<file path="config.mk">
export PLATFORM = sky130hd
export DESIGN_NAME = alu_arbiter_flat
export DESIGN_NICKNAME = d
export VERILOG_FILES = /design/src/rtl/alu_arbiter_if.sv /design/src/rtl/alu_arbiter.sv /design/src/flat_wrapper.sv
export SDC_FILE = /design/constraint.sdc
export NUM_CORES = 1
export LEC_CHECK = 0
export BUFFER_PORTS_ARGS = -buffer_cell sky130_fd_sc_hd__buf_4
export CORE_AREA = 2 2 121 123
export DETAILED_ROUTE_END_ITERATION = 10
export DIE_AREA = 0 0 123 125
export PLACE_DENSITY = 0.63
export SLEW_MARGIN = 0
export SYNTH_ARGS = -nofsm -noshare
export SYNTH_HDL_FRONTEND = slang
export SYNTH_SLANG_ARGS = --single-unit
</file>
<file path="constraint.sdc">
create_clock -name clk -period 1.95 [get_ports clk]
set_input_delay 0.2925 -clock clk [delete_from_list [all_inputs] [get_ports clk]]
set_output_delay 0.2925 -clock clk [all_outputs]
set_load 0.02 [all_outputs]
</file>
<file path="src/rtl/alu_arbiter_if.sv">
// Bus bundle between two requesters, the shared ALU, the response consumer and alu_arbiter.
// The slave modport is the arbiter's view; the master modport is the surrounding system's view.
interface alu_arbiter_if #(
   parameter int unsigned DATA_W = 32
);

   // Requester 0
   logic              req0_valid;
   logic              req0_ready;
   logic [3:0]        req0_control;
   logic [DATA_W-1:0] req0_op1;
   logic [DATA_W-1:0] req0_op2;
   logic [4:0]        req0_shamt;

   // Requester 1
   logic              req1_valid;
   logic              req1_ready;
   logic [3:0]        req1_control;
   logic [DATA_W-1:0] req1_op1;
   logic [DATA_W-1:0] req1_op2;
   logic [4:0]        req1_shamt;

   // Shared ALU
   logic [3:0]        ALU_control;
   logic [DATA_W-1:0] ALU_operand_1;
   logic [DATA_W-1:0] ALU_operand_2;
   logic [4:0]        ALU_shamt;
   logic [DATA_W-1:0] ALU_result;
   logic [7:0]        ALU_status;

   // Response channel
   logic              rsp_valid;
   logic              rsp_ready;
   logic              rsp_id;
   logic [DATA_W-1:0] rsp_result;
   logic [7:0]        rsp_status;

   logic              busy;

   modport slave (
      input  req0_valid, req0_control, req0_op1, req0_op2, req0_shamt,
      output req0_ready,
      input  req1_valid, req1_control, req1_op1, req1_op2, req1_shamt,
      output req1_ready,
      output ALU_control, ALU_operand_1, ALU_operand_2, ALU_shamt,
      input  ALU_result, ALU_status,
      output rsp_valid, rsp_id, rsp_result, rsp_status,
      input  rsp_ready,
      output busy
   );

   modport master (
      output req0_valid, req0_control, req0_op1, req0_op2, req0_shamt,
      input  req0_ready,
      output req1_valid, req1_control, req1_op1, req1_op2, req1_shamt,
      input  req1_ready,
      input  ALU_control, ALU_operand_1, ALU_operand_2, ALU_shamt,
      output ALU_result, ALU_status,
      input  rsp_valid, rsp_id, rsp_result, rsp_status,
      output rsp_ready,
      input  busy
   );

endinterface

</file>
<file path="src/rtl/alu_arbiter.sv">
// Two-requester arbiter in front of one shared single-cycle ALU.
// Flow: IDLE (grant/accept) -> EXEC (capture ALU outputs) -> RESP (hold until consumed).
// Optional macro ALU_ARB_FIXED_PRIO_EN: requester 0 always wins contention; otherwise
// contention is resolved round-robin against the last granted requester.
module alu_arbiter #(
   parameter int unsigned DATA_W = 32
) (
   input logic          clk,
   input logic          reset,
   alu_arbiter_if.slave bus_io
);

   typedef enum logic [1:0] {StIdle, StExec, StResp} state_e;

   state_e            state_q;
   logic              last_grant_q;
   logic              id_q;
   logic              busy_q;
   logic              rsp_valid_q;
   logic [3:0]        ctl_q;
   logic [DATA_W-1:0] op1_q;
   logic [DATA_W-1:0] op2_q;
   logic [4:0]        shamt_q;
   logic [DATA_W-1:0] res_q;
   logic [7:0]        stat_q;

   logic gnt_valid;
   logic gnt_id;
   logic accept;

`ifdef ALU_ARB_FIXED_PRIO_EN
   // Last grant is still tracked but has no influence on the grant in this build.
   logic unused_last_grant;
   assign unused_last_grant = last_grant_q;
`endif

   // Combinational grant from the valids (and last grant in round-robin mode)
   always_comb begin
      gnt_valid = bus_io.req0_valid | bus_io.req1_valid;
`ifdef ALU_ARB_FIXED_PRIO_EN
      gnt_id    = bus_io.req1_valid & ~bus_io.req0_valid;
`else
      if (bus_io.req0_valid && bus_io.req1_valid) begin
         gnt_id = ~last_grant_q;
      end else begin
         gnt_id = bus_io.req1_valid;
      end
`endif
      // Ready is only offered in IDLE and never while reset is asserted.
      accept            = (state_q == StIdle) & gnt_valid & ~reset;
      bus_io.req0_ready = accept & ~gnt_id;
      bus_io.req1_ready = accept & gnt_id;
   end

   // FSM plus registered operation, response and status outputs
   always_ff @(posedge clk) begin
      if (reset) begin
         state_q      <= StIdle;
         last_grant_q <= 1'b1;
         id_q         <= 1'b0;
         busy_q       <= 1'b0;
         rsp_valid_q  <= 1'b0;
         ctl_q        <= '0;
         op1_q        <= '0;
         op2_q        <= '0;
         shamt_q      <= '0;
         res_q        <= '0;
         stat_q       <= '0;
      end else begin
         unique case (state_q)
            StIdle: begin
               if (accept) begin
                  if (gnt_id) begin
                     ctl_q   <= bus_io.req1_control;
                     op1_q   <= bus_io.req1_op1;
                     op2_q   <= bus_io.req1_op2;
                     shamt_q <= bus_io.req1_shamt;
                  end else begin
                     ctl_q   <= bus_io.req0_control;
                     op1_q   <= bus_io.req0_op1;
                     op2_q   <= bus_io.req0_op2;
                     shamt_q <= bus_io.req0_shamt;
                  end
                  id_q         <= gnt_id;
                  last_grant_q <= gnt_id;
                  busy_q       <= 1'b1;
                  state_q      <= StExec;
               end
            end
            StExec: begin
               // ALU is single-cycle: its outputs for the registered op are valid now.
               res_q       <= bus_io.ALU_result;
               stat_q      <= bus_io.ALU_status;
               rsp_valid_q <= 1'b1;
               state_q     <= StResp;
            end
            StResp: begin
               if (bus_io.rsp_ready) begin
                  rsp_valid_q <= 1'b0;
                  busy_q      <= 1'b0;
                  state_q     <= StIdle;
               end
            end
            default: begin
               state_q <= StIdle;
            end
         endcase
      end
   end

   // ALU drive comes only from the registered operation
   always_comb begin
      bus_io.ALU_control   = ctl_q;
      bus_io.ALU_operand_1 = op1_q;
      bus_io.ALU_operand_2 = op2_q;
      bus_io.ALU_shamt     = shamt_q;
   end

   // Response and status outputs; rsp_valid is masked during reset
   always_comb begin
      bus_io.rsp_valid  = rsp_valid_q & ~reset;
      bus_io.rsp_id     = id_q;
      bus_io.rsp_result = res_q;
      bus_io.rsp_status = stat_q;
      bus_io.busy       = busy_q;
   end

endmodule

</file>
<file path="src/flat_wrapper.sv">
// flat-port wrapper written by rule: the top's interface ports become plain ports
module alu_arbiter_flat 
#(
   parameter int unsigned DATA_W = 32
)
  (clk, reset, bus_io_req0_valid, bus_io_req0_control, bus_io_req0_op1, bus_io_req0_op2, bus_io_req0_shamt, bus_io_req0_ready, bus_io_req1_valid, bus_io_req1_control, bus_io_req1_op1, bus_io_req1_op2, bus_io_req1_shamt, bus_io_req1_ready, bus_io_ALU_control, bus_io_ALU_operand_1, bus_io_ALU_operand_2, bus_io_ALU_shamt, bus_io_ALU_result, bus_io_ALU_status, bus_io_rsp_valid, bus_io_rsp_id, bus_io_rsp_result, bus_io_rsp_status, bus_io_rsp_ready, bus_io_busy);
  alu_arbiter_if #(.DATA_W(DATA_W)) bus_io_i ();
  input logic clk;
  input logic reset;
  input wire logic [$bits(bus_io_i.req0_valid)-1:0] bus_io_req0_valid;
  input wire logic [$bits(bus_io_i.req0_control)-1:0] bus_io_req0_control;
  input wire logic [$bits(bus_io_i.req0_op1)-1:0] bus_io_req0_op1;
  input wire logic [$bits(bus_io_i.req0_op2)-1:0] bus_io_req0_op2;
  input wire logic [$bits(bus_io_i.req0_shamt)-1:0] bus_io_req0_shamt;
  output wire logic [$bits(bus_io_i.req0_ready)-1:0] bus_io_req0_ready;
  input wire logic [$bits(bus_io_i.req1_valid)-1:0] bus_io_req1_valid;
  input wire logic [$bits(bus_io_i.req1_control)-1:0] bus_io_req1_control;
  input wire logic [$bits(bus_io_i.req1_op1)-1:0] bus_io_req1_op1;
  input wire logic [$bits(bus_io_i.req1_op2)-1:0] bus_io_req1_op2;
  input wire logic [$bits(bus_io_i.req1_shamt)-1:0] bus_io_req1_shamt;
  output wire logic [$bits(bus_io_i.req1_ready)-1:0] bus_io_req1_ready;
  output wire logic [$bits(bus_io_i.ALU_control)-1:0] bus_io_ALU_control;
  output wire logic [$bits(bus_io_i.ALU_operand_1)-1:0] bus_io_ALU_operand_1;
  output wire logic [$bits(bus_io_i.ALU_operand_2)-1:0] bus_io_ALU_operand_2;
  output wire logic [$bits(bus_io_i.ALU_shamt)-1:0] bus_io_ALU_shamt;
  input wire logic [$bits(bus_io_i.ALU_result)-1:0] bus_io_ALU_result;
  input wire logic [$bits(bus_io_i.ALU_status)-1:0] bus_io_ALU_status;
  output wire logic [$bits(bus_io_i.rsp_valid)-1:0] bus_io_rsp_valid;
  output wire logic [$bits(bus_io_i.rsp_id)-1:0] bus_io_rsp_id;
  output wire logic [$bits(bus_io_i.rsp_result)-1:0] bus_io_rsp_result;
  output wire logic [$bits(bus_io_i.rsp_status)-1:0] bus_io_rsp_status;
  input wire logic [$bits(bus_io_i.rsp_ready)-1:0] bus_io_rsp_ready;
  output wire logic [$bits(bus_io_i.busy)-1:0] bus_io_busy;
  assign bus_io_i.req0_valid = bus_io_req0_valid;
  assign bus_io_i.req0_control = bus_io_req0_control;
  assign bus_io_i.req0_op1 = bus_io_req0_op1;
  assign bus_io_i.req0_op2 = bus_io_req0_op2;
  assign bus_io_i.req0_shamt = bus_io_req0_shamt;
  assign bus_io_req0_ready = bus_io_i.req0_ready;
  assign bus_io_i.req1_valid = bus_io_req1_valid;
  assign bus_io_i.req1_control = bus_io_req1_control;
  assign bus_io_i.req1_op1 = bus_io_req1_op1;
  assign bus_io_i.req1_op2 = bus_io_req1_op2;
  assign bus_io_i.req1_shamt = bus_io_req1_shamt;
  assign bus_io_req1_ready = bus_io_i.req1_ready;
  assign bus_io_ALU_control = bus_io_i.ALU_control;
  assign bus_io_ALU_operand_1 = bus_io_i.ALU_operand_1;
  assign bus_io_ALU_operand_2 = bus_io_i.ALU_operand_2;
  assign bus_io_ALU_shamt = bus_io_i.ALU_shamt;
  assign bus_io_i.ALU_result = bus_io_ALU_result;
  assign bus_io_i.ALU_status = bus_io_ALU_status;
  assign bus_io_rsp_valid = bus_io_i.rsp_valid;
  assign bus_io_rsp_id = bus_io_i.rsp_id;
  assign bus_io_rsp_result = bus_io_i.rsp_result;
  assign bus_io_rsp_status = bus_io_i.rsp_status;
  assign bus_io_i.rsp_ready = bus_io_rsp_ready;
  assign bus_io_busy = bus_io_i.busy;
  alu_arbiter #(.DATA_W(DATA_W)) u_core (.clk(clk), .reset(reset), .bus_io(bus_io_i));
endmodule
</file>
# --- Word level (Yosys, flattened, before mapping) ---
# Index checks and enable logic that the tools add are counted.
word_totals:
  reg_bits: 119
  output_inout_bits: 118
classes:
  reduce_logical: 8
  n_bitwise: 9
  muxes: 12
  eq_ne: 4
ops:
  columns: ["cell", "count"]
  rows:
  - ["two-way mux 32 bit", 2]
  - ["one-hot mux 2 bit (3 select lines)", 1]
  - ["AND reduction 2 bit", 3]
  - ["AND 1 bit", 5]
  - ["two-way mux 5 bit", 1]
  - ["two-way mux 2 bit", 2]
  - ["two-way mux 4 bit", 1]
  - ["one-hot mux 1 bit (2 select lines)", 2]
  - ["nonzero test 2 bit", 2]
  - ["two-way mux 1 bit", 3]
  - ["NOT 1 bit", 3]
  - ["AND reduction 3 bit", 1]
  - ["== test 2 x 1 -> 1 bit (second input constant)", 1]
  - ["== test 2 bit (second input constant)", 1]
  - ["logical NOT 2 bit", 1]
  - ["inequality test 2 x 1 -> 1 bit (second input constant)", 1]
  - ["inequality test 2 bit (second input constant)", 1]
  - ["logical AND 1 bit", 1]
  - ["OR 1 bit", 1]

# --- Logic depth before layout (Yosys ltp) ---
# Gate-level depths: netlist of the first run.
logic_depth:
  ltp_word: 5
  depth_mapped: 7
  mapped_depth_nobuf: 3

# --- Least setup slack after synthesis of the first run ---
# OpenSTA, ideal clock, no wires.
synth_path:
  path_kind: "input-to-output"
  from: "input reset"
  to: "output bus_io_req0_ready"
  n_path_buf: 3
  cell_stages: 5
  t_required_ns: 1.657
  arrival_ns: 1.256
  slack_ns: 0.402
  path_cell_list: "buf_2 > nor3_2 > and3_1 > buf_2 > buf_2"
synth_between:
  elab_chain_cells: 3
synth_rtl:
  columns: ["item", "line_no", "source"]
  rows:
  - ["start, declared", "flat_wrapper.sv:9", "input logic reset;"]
  - ["NOT 1 bit", "alu_arbiter.sv:50", "accept = (state_q == StIdle) & gnt_valid & ~reset;"]
  - ["AND 1 bit", "alu_arbiter.sv:50", null]
  - ["AND 1 bit", "alu_arbiter.sv:51", "bus_io.req0_ready = accept & ~gnt_id;"]
  - ["end, declared", "flat_wrapper.sv:15", "output wire logic [$bits(bus_io_i.req0_ready)-1:0] bus_io_req0_ready;"]
# Every way passes these cells.

# --- Worst setup path after layout of the first run ---
layout_path:
  from: "register u_core.state_q[0]"
  to: "output bus_io_req0_ready"
layout_between:
  elab_chain_cells: 4
layout_rtl:
  columns: ["item", "line_no", "source"]
  rows:
  - ["start, declared", "alu_arbiter.sv:15", "state_e state_q;"]
  - ["start signal, assigned", "alu_arbiter.sv:58", "state_q <= StIdle;"]
  - ["start signal, assigned", "alu_arbiter.sv:87", "state_q <= StExec;"]
  - ["start signal, assigned", "alu_arbiter.sv:95", "state_q <= StResp;"]
  - ["logical NOT 2 bit", "alu_arbiter.sv:50", null]
  - ["AND 1 bit (2 in series)", "alu_arbiter.sv:50", null]
  - ["AND 1 bit", "alu_arbiter.sv:51", null]
# Every way passes these cells.

==> results.rst, run 1 <==
.. list-table::
   :header-rows: 1

   * - Metric
     - Value
   * - Initial Utilization
     - 32.01%
   * - Number of placed I/O pins
     - 309
   * - Clock buffer depth
     - 2
   * - Detailed-route wire length per cell
     - 16.96 µm
   * - Worst min path class
     - in -> reg
   * - Worst hold path endpoint
     - u_core.bus_io.ALU_operand_1[28]
   * - First DRT Iteration DRCs
     - 272
   * - Finished Core Util
     - 53.97%
   * - Final hold viol count
     - 0
   * - Worst reg-to-reg setup slack
     - 0.22 ns
   * - Port Buf Inserts
     - 308
   * - Post-synth EDFFs
     - 0
   * - Clock tree sinks
     - 119
   * - CP max FO
     - 9
   * - Startpoint class of the critical path
     - register
   * - Worst flop-to-flop path startpoint
     - u_core.state_q[1]
   * - Antenna violations before repair
     - 0
   * - Worst-path cell with the longest stage delay
     - sky130_fd_sc_hd__dfxtp_2
   * - Power density over the cells
     - 973.0 mW/mm²
   * - Yosys cell types
     - 25
   * - Critical Path Max Stage Delay
     - 0.36 ns
   * - Total detailed-routing wirelength
     - 16650 µm
   * - Clock tree from TritonCTS
     - done
   * - Primary flip-flop cell chosen by synthesis mapping
     - sky130_fd_sc_hd__dfxtp_1
   * - Proportion of register bits with asynchronous set or reset after synthesis
     - 0%
   * - Hpwl dp
     - 12140 µm
   * - First-pass GRT wire length
     - 24990 µm
   * - Diode count
     - 0
   * - Number of warnings reported in the yosys synthesis log
     - 0
   * - Net count of the mapped netlist
     - 686
   * - Critical path endpoint category
     - output pin
   * - Outcome
     - finished, final reports clean
   * - Overall track demand over capacity in global routing
     - 20.95%
   * - Pre-CTS worst setup slack
     - 0.3184 ns
   * - Total vias in the final route
     - 5057
   * - Top cells by instance count after synthesis
     - sky130_fd_sc_hd__dfxtp_1, sky130_fd_sc_hd__nand2_1, sky130_fd_sc_hd__and3_1, sky130_fd_sc_hd__a221o_1, sky130_fd_sc_hd__a21oi_1
   * - Post-synthesis cell area
     - 0.004547 mm²
   * - Number of iterations in the first detailed-routing pass
     - 5
   * - Hold slack final
     - 0.09154 ns
   * - Layout cells sized above 1
     - 44.99%
   * - Hold path start
     - bus_io_req0_op1[28]
   * - IR Drop Worst-Case VDD
     - 0.4908 mV
   * - Net total in the final layout
     - 976
   * - Row Count
     - 44
   * - Vias in the first global route
     - 4950
   * - Sequential fraction of the synthesis area
     - 52.39%
   * - H-tree Lvls
     - 4
   * - Required time worst endpoint
     - 1.66 ns
   * - Remaining routing DRC violations
     - 0
   * - Worst Hold Depth
     - 2
   * - Final critical path time including I/O delays and setup
     - 1.875 ns
   * - X dimension of the die
     - 123 µm
   * - Maximum achievable frequency
     - 533.3 MHz
   * - Design Power
     - 7.459 mW
   * - Max-capacitance violation count
     - 0
   * - Congestion Overflow GR
     - 0
   * - Total clock buffers created by CTS
     - 17
   * - Pin count of the biggest net entering global routing
     - 59
   * - List of cells traversed by the critical path
     - nor3_4, buf_4, and3_2, buf_4
   * - Sum of negative setup slack
     - 0 ns
   * - Worst path arrival time
     - 1.58 ns
   * - Weighted congestion at the end of routability-driven global placement
     - 0.8084
   * - Static power due to leakage
     - 3.692 nW
   * - Layout overhead on the synthesized area
     - 68.60%
   * - Worst-path clk slew
     - 0.06 ns
   * - Number of standard cells after synthesis
     - 495
   * - FF+latch count, synth
     - 119
   * - Clock tree root buffer cell
     - sky130_fd_sc_hd__clkbuf_16
   * - Die Y
     - 125 µm
   * - Critical R2R Capture
     - u_core.bus_io.ALU_control[2]
   * - Depth of the worst register-to-register path
     - 5
   * - Setup clock skew after layout
     - 0.01404 ns
   * - Top cells by area in the synthesized netlist
     - sky130_fd_sc_hd__dfxtp_1, sky130_fd_sc_hd__a221o_1, sky130_fd_sc_hd__and3_1
   * - Period Utilization, post-route
     - 96.17%
   * - Slew Limit Headroom
     - 62.31%
   * - RSZ-0062 raised after global routing
     - false
   * - Placeable Area
     - 0.01420 mm²
   * - Minimum setup slack in the final design
     - 0.07473 ns
   * - Largest area contributor in the netlist
     - sky130_fd_sc_hd__dfxtp_1
   * - Number of antenna-violating nets in the routed design
     - 0
   * - Slew of the pin with the lowest slew margin
     - 0.5653 ns
   * - Via-per-instance ratio
     - 5.150
   * - Most frequent cell after synthesis
     - sky130_fd_sc_hd__dfxtp_1
   * - Skew-Pair Late Insertion Delay
     - 0.42 ns
   * - Count of final max-slew check failures
     - 0
   * - Final setup fails
     - 0
   * - Top cell type's share of synthesized area
     - 52.39%
   * - Crit Path Category
     - reg -> out
   * - Cell occurring most often along the worst timing path
     - sky130_fd_sc_hd__buf_4
   * - Total die area
     - 0.01538 mm²
   * - Mean post-synth cell area
     - 9.186 µm²
[per-layer routing]
metal | track usage, % | share of wire (%)
met2 | 35.88 | 50
met5 | 0 | 0
met4 | 7.754 | 2.0
met1 | 22.88 | 38
met3 | 8.805 | 9.9
[power by group]
group	switching (mW)	internal [mW]	leakage (nW)	total [mW]
Combinational	0.780	0.739	2.41	1.52
Clock	1.06	2.08	0.300	3.15
Sequential	0.137	2.66	0.978	2.79
[cells in the final DEF, fill, tap and decap left out, types with 3 or more instances in the layout]
cell	n
sky130_fd_sc_hd__a21oi_1	43
sky130_fd_sc_hd__nor2_1	3
sky130_fd_sc_hd__buf_4	321
sky130_fd_sc_hd__clkbuf_1	3
sky130_fd_sc_hd__o21ai_0	7
sky130_fd_sc_hd__nand3_1	15
sky130_fd_sc_hd__and3_1	58
sky130_fd_sc_hd__o21ai_1	9
sky130_fd_sc_hd__nand4_1	15
sky130_fd_sc_hd__a221o_1	58
sky130_fd_sc_hd__a31oi_1	15
sky130_fd_sc_hd__clkbuf_8	6
sky130_fd_sc_hd__clkbuf_16	18
sky130_fd_sc_hd__dfxtp_1	118
sky130_fd_sc_hd__nand2_1	82
[sequential cells by signal (all words and copies together), names as in the netlist, 2 cells and up]
name	cells
u_core.bus_io.ALU_control	4
u_core.bus_io.ALU_operand_1	32
u_core.bus_io.ALU_operand_2	32
u_core.bus_io.ALU_shamt	5
u_core.bus_io.rsp_result	32
u_core.bus_io.rsp_status	8
u_core.state_q	2
[final cells by class]
cell class	instances	area [µm²]
clock buffers	26	519.2
fillers	1276	6538
clock inverters	6	87.58
well taps	184	230.2
flip-flops and latches	119	2384
repair buffers	324	2475
multi-input cells	322	1967
inverters	1	3.754
[cells by family after synthesis]
family	count (synthesis)	synth area share [%]
flip-flops	119	52.39
AO/OA/AOI/OAI	136	22.04
AND/OR/NAND/NOR	186	20.58
buffers and inverters	54	4.981
[what timing repair did]
| action | CTS | global route |
|---|---|---|
| gates cloned | 0 | 1 |
| hold buffers | 0 | 0 |
| resized for setup | 3 | 1 |
| setup buffers | 0 | 2 |
| pin swaps | 1 | 1 |
| endpoints found under the setup margin | 1 | 1 |
[worst max-delay path: cells and delay by family (launching register included)]
| family | cells | cell delay [ns] |
|---|---|---|
| buffers and inverters | 2 | 0.33 |
| flip-flops | 1 | 0.36 |
| AND/OR/NAND/NOR | 2 | 0.48 |
[how the worst max path moves through the flow]
| stage | from | to | cells after the start |
|---|---|---|---|
| after floorplan | reset | bus_io_req0_ready | 5 |
| after global placement | u_core.state_q[1] | bus_io_req1_ready | 4 |
| after detailed placement | u_core.state_q[1] | bus_io_req1_ready | 4 |
| after CTS | u_core.state_q[0] | bus_io_req1_ready | 4 |
| after global routing | u_core.state_q[0] | bus_io_req0_ready | 4 |
| final | u_core.state_q[0] | bus_io_req0_ready | 4 |
[per-stage QoR]
step | cell area [µm²] | instances
after floorplan | 4547 | 495
after global placement | 7005 | 947
after detailed placement | 7005 | 947
after CTS | 7625 | 979
after global routing | 7666 | 982
final | 7666 | 982
Note: power is estimated with default switching activity, not from simulation.
==> inputs of run 2 (changes only) <==
--- a/config.mk
+++ b/config.mk
@@ -15,2 +15,3 @@
 export SYNTH_HDL_FRONTEND = slang
 export SYNTH_SLANG_ARGS = --single-unit
+export TNS_END_PERCENT = 1
==> constraint.sdc (replaced) <==
create_clock -name clk -period 2.06 [get_ports clk]
set_input_delay 0.618 -clock clk [delete_from_list [all_inputs] [get_ports clk]]
set_output_delay 0.618 -clock clk [all_outputs]
set_load 0.02 [all_outputs]
==> results.rst, run 2 (synthesis results as in run 1) <==
.. list-table::
   :header-rows: 1

   * - Metric
     - Value
   * - Part of the total power dissipated in sequential elements
     - 38.5% (was 37.4%)
   * - Slew of the pin with the lowest slew margin
     - 0.6191 ns (was 0.5653 ns)
   * - Worst Hold Depth
     - 2 (unchanged)
   * - Power density over the cells
     - 901.1 mW/mm² (was 973.0 mW/mm²)
   * - Minimum setup slack in the final design
     - 0.1003 ns (was 0.07473 ns)
   * - Pin count of the biggest net entering global routing
     - 68 (was 59)
   * - Period Utilization, post-route
     - 95.13%
   * - Diode count
     - 0 (unchanged)
   * - Setup clock skew after layout
     - 0.006060 ns (was 0.01404 ns)
   * - Vias in the first global route
     - 4908 (was 4950)
   * - Most common cell after layout, fill and taps aside
     - sky130_fd_sc_hd__buf_4 (unchanged)
   * - Row Count
     - 44 (unchanged)
   * - Total detailed-routing wirelength
     - 16210 µm (was 16650 µm)
   * - Sum of negative setup slack
     - 0 ns (unchanged)
   * - Congestion Overflow GR
     - 0 (unchanged)
   * - Overall track demand over capacity in global routing
     - 20.63% (was 20.95%)
   * - Reg area
     - 0.002385 mm² (was 0.002384 mm²)
   * - Static power due to leakage
     - 3.659 nW (was 3.692 nW)
   * - Number of antenna-violating nets in the routed design
     - 0 (unchanged)
   * - Number of iterations in the first detailed-routing pass
     - 5 (unchanged)
   * - RSZ-0062 raised after global routing
     - false (unchanged)
   * - Layout overhead on the synthesized area
     - 67.56% (was 68.60%)
   * - Final cell count without fillers
     - 980 (was 982)
   * - Initial Utilization
     - 32.01% (unchanged)
   * - Startpoint class of the critical path
     - primary input (was register)
   * - H-tree Lvls
     - 4 (unchanged)
   * - Area occupied by multi-input gates
     - 0.001973 mm² (was 0.001967 mm²)
   * - Antenna violations before repair
     - 0 (unchanged)
   * - Weighted congestion at the end of routability-driven global placement
     - 0.7855 (was 0.8084)
   * - Max-capacitance violation count
     - 0 (unchanged)
   * - IR Drop Worst-Case VDD
     - 0.5563 mV (was 0.4908 mV)
   * - Via-per-instance ratio
     - 5.071 (was 5.150)
   * - CP max FO
     - 4 (was 9)
   * - Net total in the final layout
     - 974 (was 976)
   * - Hold slack final
     - 0.4293 ns (was 0.09154 ns)
   * - Final critical path time including I/O delays and setup
     - 1.960 ns
   * - Hpwl dp
     - 11790 µm (was 12140 µm)
   * - Share of total power consumed by net switching
     - 26.95% (was 26.54%)
   * - Count of final max-slew check failures
     - 0 (unchanged)
   * - Switching power total
     - 1.850 mW (was 1.980 mW)
   * - Placeable Area
     - 0.01420 mm² (unchanged)
   * - Maximum achievable frequency
     - 510.3 MHz
   * - Worst path arrival time
     - 1.34 ns (was 1.58 ns)
   * - Final setup fails
     - 0 (unchanged)
   * - Crit Path Category
     - in -> out (was reg -> out)
   * - Internal power consumption
     - 5.014 mW (was 5.479 mW)
   * - Finished Core Util
     - 53.64% (was 53.97%)
   * - Required time worst endpoint
     - 1.44 ns (was 1.66 ns)
   * - Combinational group share of total power
     - 20.8% (was 20.4%)
   * - Post-CTS Repair Setup Buffers
     - 0 (unchanged)
   * - Remaining routing DRC violations
     - 0 (unchanged)
   * - Clock group share of total power
     - 40.7% (was 42.2%)
   * - Pre-CTS worst setup slack
     - 0.1397 ns (was 0.3184 ns)
   * - Slew Limit Headroom
     - 58.73% (was 62.31%)
   * - Placed Instances
     - 948 (was 947)
   * - Layout cells sized above 1
     - 44.85% (was 44.99%)
   * - Top library cells by usage in the layout, fill and taps aside
     - sky130_fd_sc_hd__buf_4, sky130_fd_sc_hd__dfxtp_1, sky130_fd_sc_hd__nand2_1 (unchanged)
   * - Port Buf Inserts
     - 308 (unchanged)
   * - Final hold viol count
     - 0 (unchanged)
   * - Clock buffer depth
     - 2 (unchanged)
   * - Number of filler instances in the final layout
     - 1323 (was 1276)
   * - Outcome
     - finished, final reports clean (unchanged)
   * - Detailed-route wire length per cell
     - 16.54 µm (was 16.96 µm)
   * - Depth of the worst register-to-register path
     - 5 (unchanged)
   * - Skew-Pair Late Insertion Delay
     - 0.41 ns (was 0.42 ns)
   * - Critical path endpoint category
     - output pin (unchanged)
   * - First DRT Iteration DRCs
     - 327 (was 272)
   * - Worst-path clk slew
     - 0.05 ns (was 0.06 ns)
   * - Clock tree root buffer cell
     - sky130_fd_sc_hd__clkbuf_16 (unchanged)
   * - First-pass GRT wire length
     - 24950 µm (was 24990 µm)
   * - Total clock buffers created by CTS
     - 17 (unchanged)
   * - Die Y
     - 125 µm (unchanged)
   * - Total vias in the final route
     - 4970 (was 5057)
   * - Worst min path class
     - in -> reg (unchanged)
   * - Clock tree sinks
     - 119 (unchanged)
   * - Clock tree from TritonCTS
     - done (unchanged)
   * - X dimension of the die
     - 123 µm (unchanged)
   * - Number of placed I/O pins
     - 309 (unchanged)
   * - Total die area
     - 0.01538 mm² (unchanged)
[run 2: through the flow]
step / instance area, µm² / power, mW
2_1_floorplan: 4561 / 3.360
3_3_place_gp: 7053 / 4.098
3_5_place_dp: 7053 / 4.120
4_1_cts: 7615 / 6.942
5_1_grt: 7619 / 7.197
6_report: 7619 / 6.865
[run 2: area by class of cell]
type                       count  area share (%)
clock buffer                  23           6.011
clock inverter                 9           1.330
inverter                       1         0.04927
multi-input combinational    322           25.90
sequential                   119           31.30
tap                          184           3.022
timing repair buffer         322           32.39
[run 2: power groups by stage]
stage                     Sequential [mW]  Clock, mW  Combinational, mW
after floorplan                      2.91          0              0.454
after global placement               2.68          0               1.42
after detailed placement             2.68          0               1.44
after CTS                            2.64       2.86               1.44
after global routing                 2.66       3.00               1.54
final                                2.64       2.79               1.43
[run 2: worst max-delay path: stages]
cell and delay (ns):
sky130_fd_sc_hd__buf_4 0.14, sky130_fd_sc_hd__nor3_4 0.21, sky130_fd_sc_hd__and3_4 0.22, sky130_fd_sc_hd__buf_4 0.14
[run 2: final timing paths]
path	endpoint	slack, ns	from
min reg2reg	u_core.bus_io.rsp_status[4]	0.45	u_core.bus_io.rsp_status[4]
max reg2reg	u_core.bus_io.ALU_operand_1[14]	0.48	u_core.state_q[0]
min	u_core.bus_io.ALU_operand_1[27]	0.43	bus_io_req0_op1[27]
max	bus_io_req0_ready	0.10	reset
[run 2: timing repair]
item,4_1_cts,5_1_grt
pin swaps,0,1
setup endpoints to repair,1,1
resized for setup,2,1
hold buffers,0,0
[run 2: metal layers]
metal	GRT usage [%]	vias up	routed length, µm
met4	7.086	0	282
met2	34.38	246	8108
li1	-	2407	-
met3	8.805	22	1758
met1	23.49	2295	6058
met5	0	-	0
==> inputs of run 3 (changes only) <==
- ABC_AREA: default -> 1
- CORE_AREA: 2 2 121 123 -> 2 2 118 120
- DIE_AREA: 0 0 123 125 -> 0 0 120 122
- PLACE_DENSITY: 0.63 -> 0.71
- clock period: 2.06 -> 2.1 ns (I/O delays scaled with it)
==> results.rst, run 3 <==
.. list-table::
   :header-rows: 1

   * - Metric
     - Value
   * - Period Utilization, post-route
     - 95.43%
   * - Setup clock skew after layout
     - 0.006567 ns (was 0.006060 ns)
   * - IR Drop Worst-Case VDD
     - 0.5168 mV (was 0.5563 mV)
   * - Switching power total
     - 1.906 mW (was 1.850 mW)
   * - Minimum setup slack in the final design
     - 0.09606 ns (was 0.1003 ns)
   * - Largest family of logic cells by synthesized area
     - simple AND/OR/NAND/NOR gates (was compound AO/OA/AOI/OAI gates)
   * - Final critical path time including I/O delays and setup
     - 2.004 ns
   * - Clock buffer depth
     - 2 (unchanged)
   * - Internal power consumption
     - 5.077 mW (was 5.014 mW)
   * - Static power due to leakage
     - 4.092 nW (was 3.659 nW)
   * - Required time worst endpoint
     - 1.47 ns (was 1.44 ns)
   * - Congestion Overflow GR
     - 0 (unchanged)
   * - Maximum achievable frequency
     - 499.0 MHz
   * - Skew-Pair Late Insertion Delay
     - 0.41 ns (about the same)
   * - Layout overhead on the synthesized area
     - 57.70% (was 67.56%)
   * - Post-synthesis cell area
     - 0.005170 mm² (was 0.004547 mm²)
   * - Initial Utilization
     - 38.28% (was 32.01%)
   * - Number of iterations in the first detailed-routing pass
     - 5 (unchanged)
   * - Placeable Area
     - 0.01350 mm² (was 0.01420 mm²)
   * - Depth of the worst register-to-register path
     - 5 (unchanged)
   * - Top cells by area in the synthesized netlist
     - sky130_fd_sc_hd__dfxtp_1, sky130_fd_sc_hd__nand2_1, sky130_fd_sc_hd__a21oi_1 (was sky130_fd_sc_hd__dfxtp_1, sky130_fd_sc_hd__a221o_1, sky130_fd_sc_hd__and3_1)
   * - Final hold viol count
     - 0 (unchanged)
   * - Clock tree root buffer cell
     - sky130_fd_sc_hd__clkbuf_16 (unchanged)
   * - Pre-CTS worst setup slack
     - 0.05066 ns (was 0.1397 ns)
   * - Post-synth EDFFs
     - 0 (unchanged)
   * - Part of the total power dissipated in sequential elements
     - 36.4% (was 38.5%)
   * - Crit Path Category
     - reg -> out (was in -> out)
   * - Most frequent cell after synthesis
     - sky130_fd_sc_hd__nand2_1 (was sky130_fd_sc_hd__dfxtp_1)
   * - Clock tree from TritonCTS
     - done (unchanged)
   * - Total vias in the final route
     - 5901 (was 4970)
   * - Top library cells by usage in the layout, fill and taps aside
     - sky130_fd_sc_hd__buf_4, sky130_fd_sc_hd__nand2_1, sky130_fd_sc_hd__dfxtp_1 (was sky130_fd_sc_hd__buf_4, sky130_fd_sc_hd__dfxtp_1, sky130_fd_sc_hd__nand2_1)
   * - Compound-cell area share of the yosys netlist
     - 11.47% (was 22.04%)
   * - Mean post-synth cell area
     - 6.723 µm² (was 9.186 µm²)
   * - First DRT Iteration DRCs
     - 434 (was 327)
   * - Sequential fraction of the synthesis area
     - 46.08% (was 52.39%)
   * - Most crowded layer after global routing
     - met2 (unchanged)
   * - H-tree Lvls
     - 4 (unchanged)
   * - GR met1 Demand/Resource
     - 26.15% (was 23.49%)
   * - Critical path endpoint category
     - output pin (unchanged)
   * - Number of filler instances in the final layout
     - 1341 (was 1323)
   * - Final setup fails
     - 0 (unchanged)
   * - Critical R2R Capture
     - u_core.bus_io.ALU_operand_1[29] (was u_core.bus_io.ALU_operand_1[14])
   * - CP max FO
     - 2 (was 4)
   * - Critical Path End
     - bus_io_req0_ready (unchanged)
   * - Remaining routing DRC violations
     - 0 (unchanged)
   * - Total die area
     - 0.01464 mm² (was 0.01538 mm²)
   * - Clock tree sinks
     - 119 (unchanged)
   * - Largest area contributor in the netlist
     - sky130_fd_sc_hd__dfxtp_1 (unchanged)
   * - Mux cell area share after synthesis
     - 0% (unchanged)
   * - Slew Limit Headroom
     - 48.12% (was 58.73%)
   * - Slew of the pin with the lowest slew margin
     - 0.7781 ns (was 0.6191 ns)
   * - Worst-path clk slew
     - 0.05 ns (about the same)
   * - Row Count
     - 43 (was 44)
   * - Net count of the mapped netlist
     - 960 (was 686)
   * - Synth Area in XOR/XNOR
     - 0% (unchanged)
   * - Number of standard cells after synthesis
     - 769 (was 495)
   * - FF+latch count, synth
     - 119 (unchanged)
   * - Worst flop-to-flop path startpoint
     - u_core.state_q[1] (was u_core.state_q[0])
   * - Worst min path class
     - in -> reg (unchanged)
   * - Top cell type's share of synthesized area
     - 46.08% (was 52.39%)
   * - Overall track demand over capacity in global routing
     - 23.06% (was 20.63%)
   * - Layout cells sized above 1
     - 34.25% (was 44.85%)
   * - X dimension of the die
     - 120 µm (was 123 µm)
   * - Outcome
     - finished, final reports clean (unchanged)
   * - GR Layer Usage met2
     - 39.74% (was 34.38%)
   * - Post-CTS Repair Setup Buffers
     - 0 (unchanged)
   * - Net total in the final layout
     - 1239 (was 974)
   * - Startpoint class of the critical path
     - register (was primary input)
   * - Synthesized-area fraction occupied by and/or/nand/nor cells
     - 35.55% (was 20.58%)
   * - Primary flip-flop cell chosen by synthesis mapping
     - sky130_fd_sc_hd__dfxtp_1 (unchanged)
   * - Proportion of register bits with asynchronous set or reset after synthesis
     - 0% (unchanged)
   * - Max-capacitance violation count
     - 0 (unchanged)
   * - Total detailed-routing wirelength
     - 17420 µm (was 16210 µm)
   * - Clock group share of total power
     - 42.2% (was 40.7%)
   * - Sum of negative setup slack
     - 0 ns (unchanged)
   * - Hpwl dp
     - 12000 µm (was 11790 µm)
   * - Combinational group share of total power
     - 21.4% (was 20.8%)
   * - Number of antenna-violating nets in the routed design
     - 0 (unchanged)
   * - Synthesized-area fraction occupied by adder cells
     - 0% (unchanged)
   * - CP Launch Point
     - u_core.last_grant_q (was reset)
   * - Port Buf Inserts
     - 308 (unchanged)
   * - Share of total power consumed by net switching
     - 27.30% (was 26.95%)
   * - Routing usage on met3
     - 7.959% (was 8.805%)
   * - Diode count
     - 0 (unchanged)
   * - Antenna violations before repair
     - 0 (unchanged)
   * - Vias in the first global route
     - 5460 (was 4908)
   * - Worst Hold Depth
     - 3 (was 2)
   * - Most common cell after layout, fill and taps aside
     - sky130_fd_sc_hd__buf_4 (unchanged)
   * - Via-per-instance ratio
     - 4.759 (was 5.071)
   * - Pin count of the biggest net entering global routing
     - 76 (was 68)
   * - First-pass GRT wire length
     - 26880 µm (was 24950 µm)
   * - Worst reg-to-reg setup slack
     - 0.55 ns (was 0.48 ns)
   * - Worst path arrival time
     - 1.37 ns (was 1.34 ns)
   * - Power density over the cells
     - 856.5 mW/mm² (was 901.1 mW/mm²)
   * - Yosys cell types
     - 15 (was 25)
   * - Total clock buffers created by CTS
     - 17 (unchanged)
   * - Number of placed I/O pins
     - 309 (unchanged)
   * - Number of warnings reported in the yosys synthesis log
     - 0 (unchanged)
   * - RSZ-0062 raised after global routing
     - false (unchanged)
   * - Top cells by instance count after synthesis
     - sky130_fd_sc_hd__nand2_1, sky130_fd_sc_hd__dfxtp_1, sky130_fd_sc_hd__nor2_1, sky130_fd_sc_hd__a21oi_1, sky130_fd_sc_hd__nand3_1 (was sky130_fd_sc_hd__dfxtp_1, sky130_fd_sc_hd__nand2_1, sky130_fd_sc_hd__and3_1, sky130_fd_sc_hd__a221o_1, sky130_fd_sc_hd__a21oi_1)
   * - Detailed-route wire length per cell
     - 14.05 µm (was 16.54 µm)
   * - Die Y
     - 122 µm (was 125 µm)
   * - Count of final max-slew check failures
     - 0 (unchanged)
   * - Weighted congestion at the end of routability-driven global placement
     - 0.8263 (was 0.7855)
## run 3: cell types whose count changed after synthesis, sizes merged, moves of 25 or more
cell / change
a21oi: +32
and3: -59
nor2: +83
o21ai: +25
nand2: +219
a221o: -58
nand3: +60
## run 3: power by group through the flow
stage | Sequential (mW) | Clock (mW) | Combinational [mW]
5_1_grt | 2.56 | 3.11 | 1.63
3_3_place_gp | 2.58 | 0 | 1.49
6_report | 2.54 | 2.95 | 1.49
3_5_place_dp | 2.58 | 0 | 1.50
4_1_cts | 2.54 | 3.01 | 1.50
2_1_floorplan | 2.79 | 0 | 0.587
## run 3: stage by stage
| step | utilization, % | instances | cell area (µm²) | hold WS, ns | power, mW |
|---|---|---|---|---|---|
| 2_1_floorplan | - | 769 | 5172 | 0.4333 | 3.376 |
| 3_3_place_gp | 55.80 | 1209 | 7535 | 0.4526 | 4.070 |
| 3_5_place_dp | 55.80 | 1209 | 7535 | 0.4560 | 4.082 |
| 4_1_cts | 60.32 | 1240 | 8145 | 0.4259 | 7.057 |
| 5_1_grt | 60.37 | 1240 | 8153 | 0.4376 | 7.306 |
| 6_report | 60.37 | 1240 | 8153 | 0.4387 | 6.983 |
## run 3: per-layer routing
layer	vias to the layer above	routed length, µm
li1	3010	-
met1	2626	7098
met2	232	8425
met3	33	1518
met4	0	381
met5	-	0
## run 3: timing repair
action / CTS / global route
resized for setup: 2 / 2
pin swaps: 1 / 0
setup endpoints to repair: 1 / 1
hold buffers: 0 / 0
## run 3: cell families (layout without fill, tap and decap cells)
family,Yosys count,in the layout
AOI/OAI and AO/OA,118,118
and+or+nand+nor,462,462
buffers and inverters,70,361
DFF,119,119
## run 3: area by class of cell
class,count,area (µm²),area share [%]
clock buffer,22,484.2,5.939
clock inverter,9,122.6,1.504
inverter,9,33.78,0.4144
multi-input combinational,580,2456,30.13
sequential,119,2384,29.24
tap,180,225.2,2.762
timing repair buffer,321,2447,30.02
## run 3: critical path, stage by stage (launching register included)
cell,delay (ns)
sky130_fd_sc_hd__dfxtp_1,0.34
sky130_fd_sc_hd__nand2_2,0.09
sky130_fd_sc_hd__nand2_2,0.07
sky130_fd_sc_hd__inv_1,0.06
sky130_fd_sc_hd__nor2_2,0.22
sky130_fd_sc_hd__buf_4,0.19
## run 3: how the worst min path moves through the flow
stage          slack, ns                             from                              end
5_1_grt             0.44            bus_io_ALU_result[21]     u_core.bus_io.rsp_result[21]
3_3_place_gp        0.45  u_core.bus_io.ALU_operand_1[29]  u_core.bus_io.ALU_operand_1[29]
4_1_cts             0.43            bus_io_ALU_result[12]     u_core.bus_io.rsp_result[12]
3_5_place_dp        0.46  u_core.bus_io.ALU_operand_2[29]  u_core.bus_io.ALU_operand_2[29]
6_report            0.44            bus_io_ALU_result[12]     u_core.bus_io.rsp_result[12]
2_1_floorplan       0.43              u_core.last_grant_q              u_core.last_grant_q
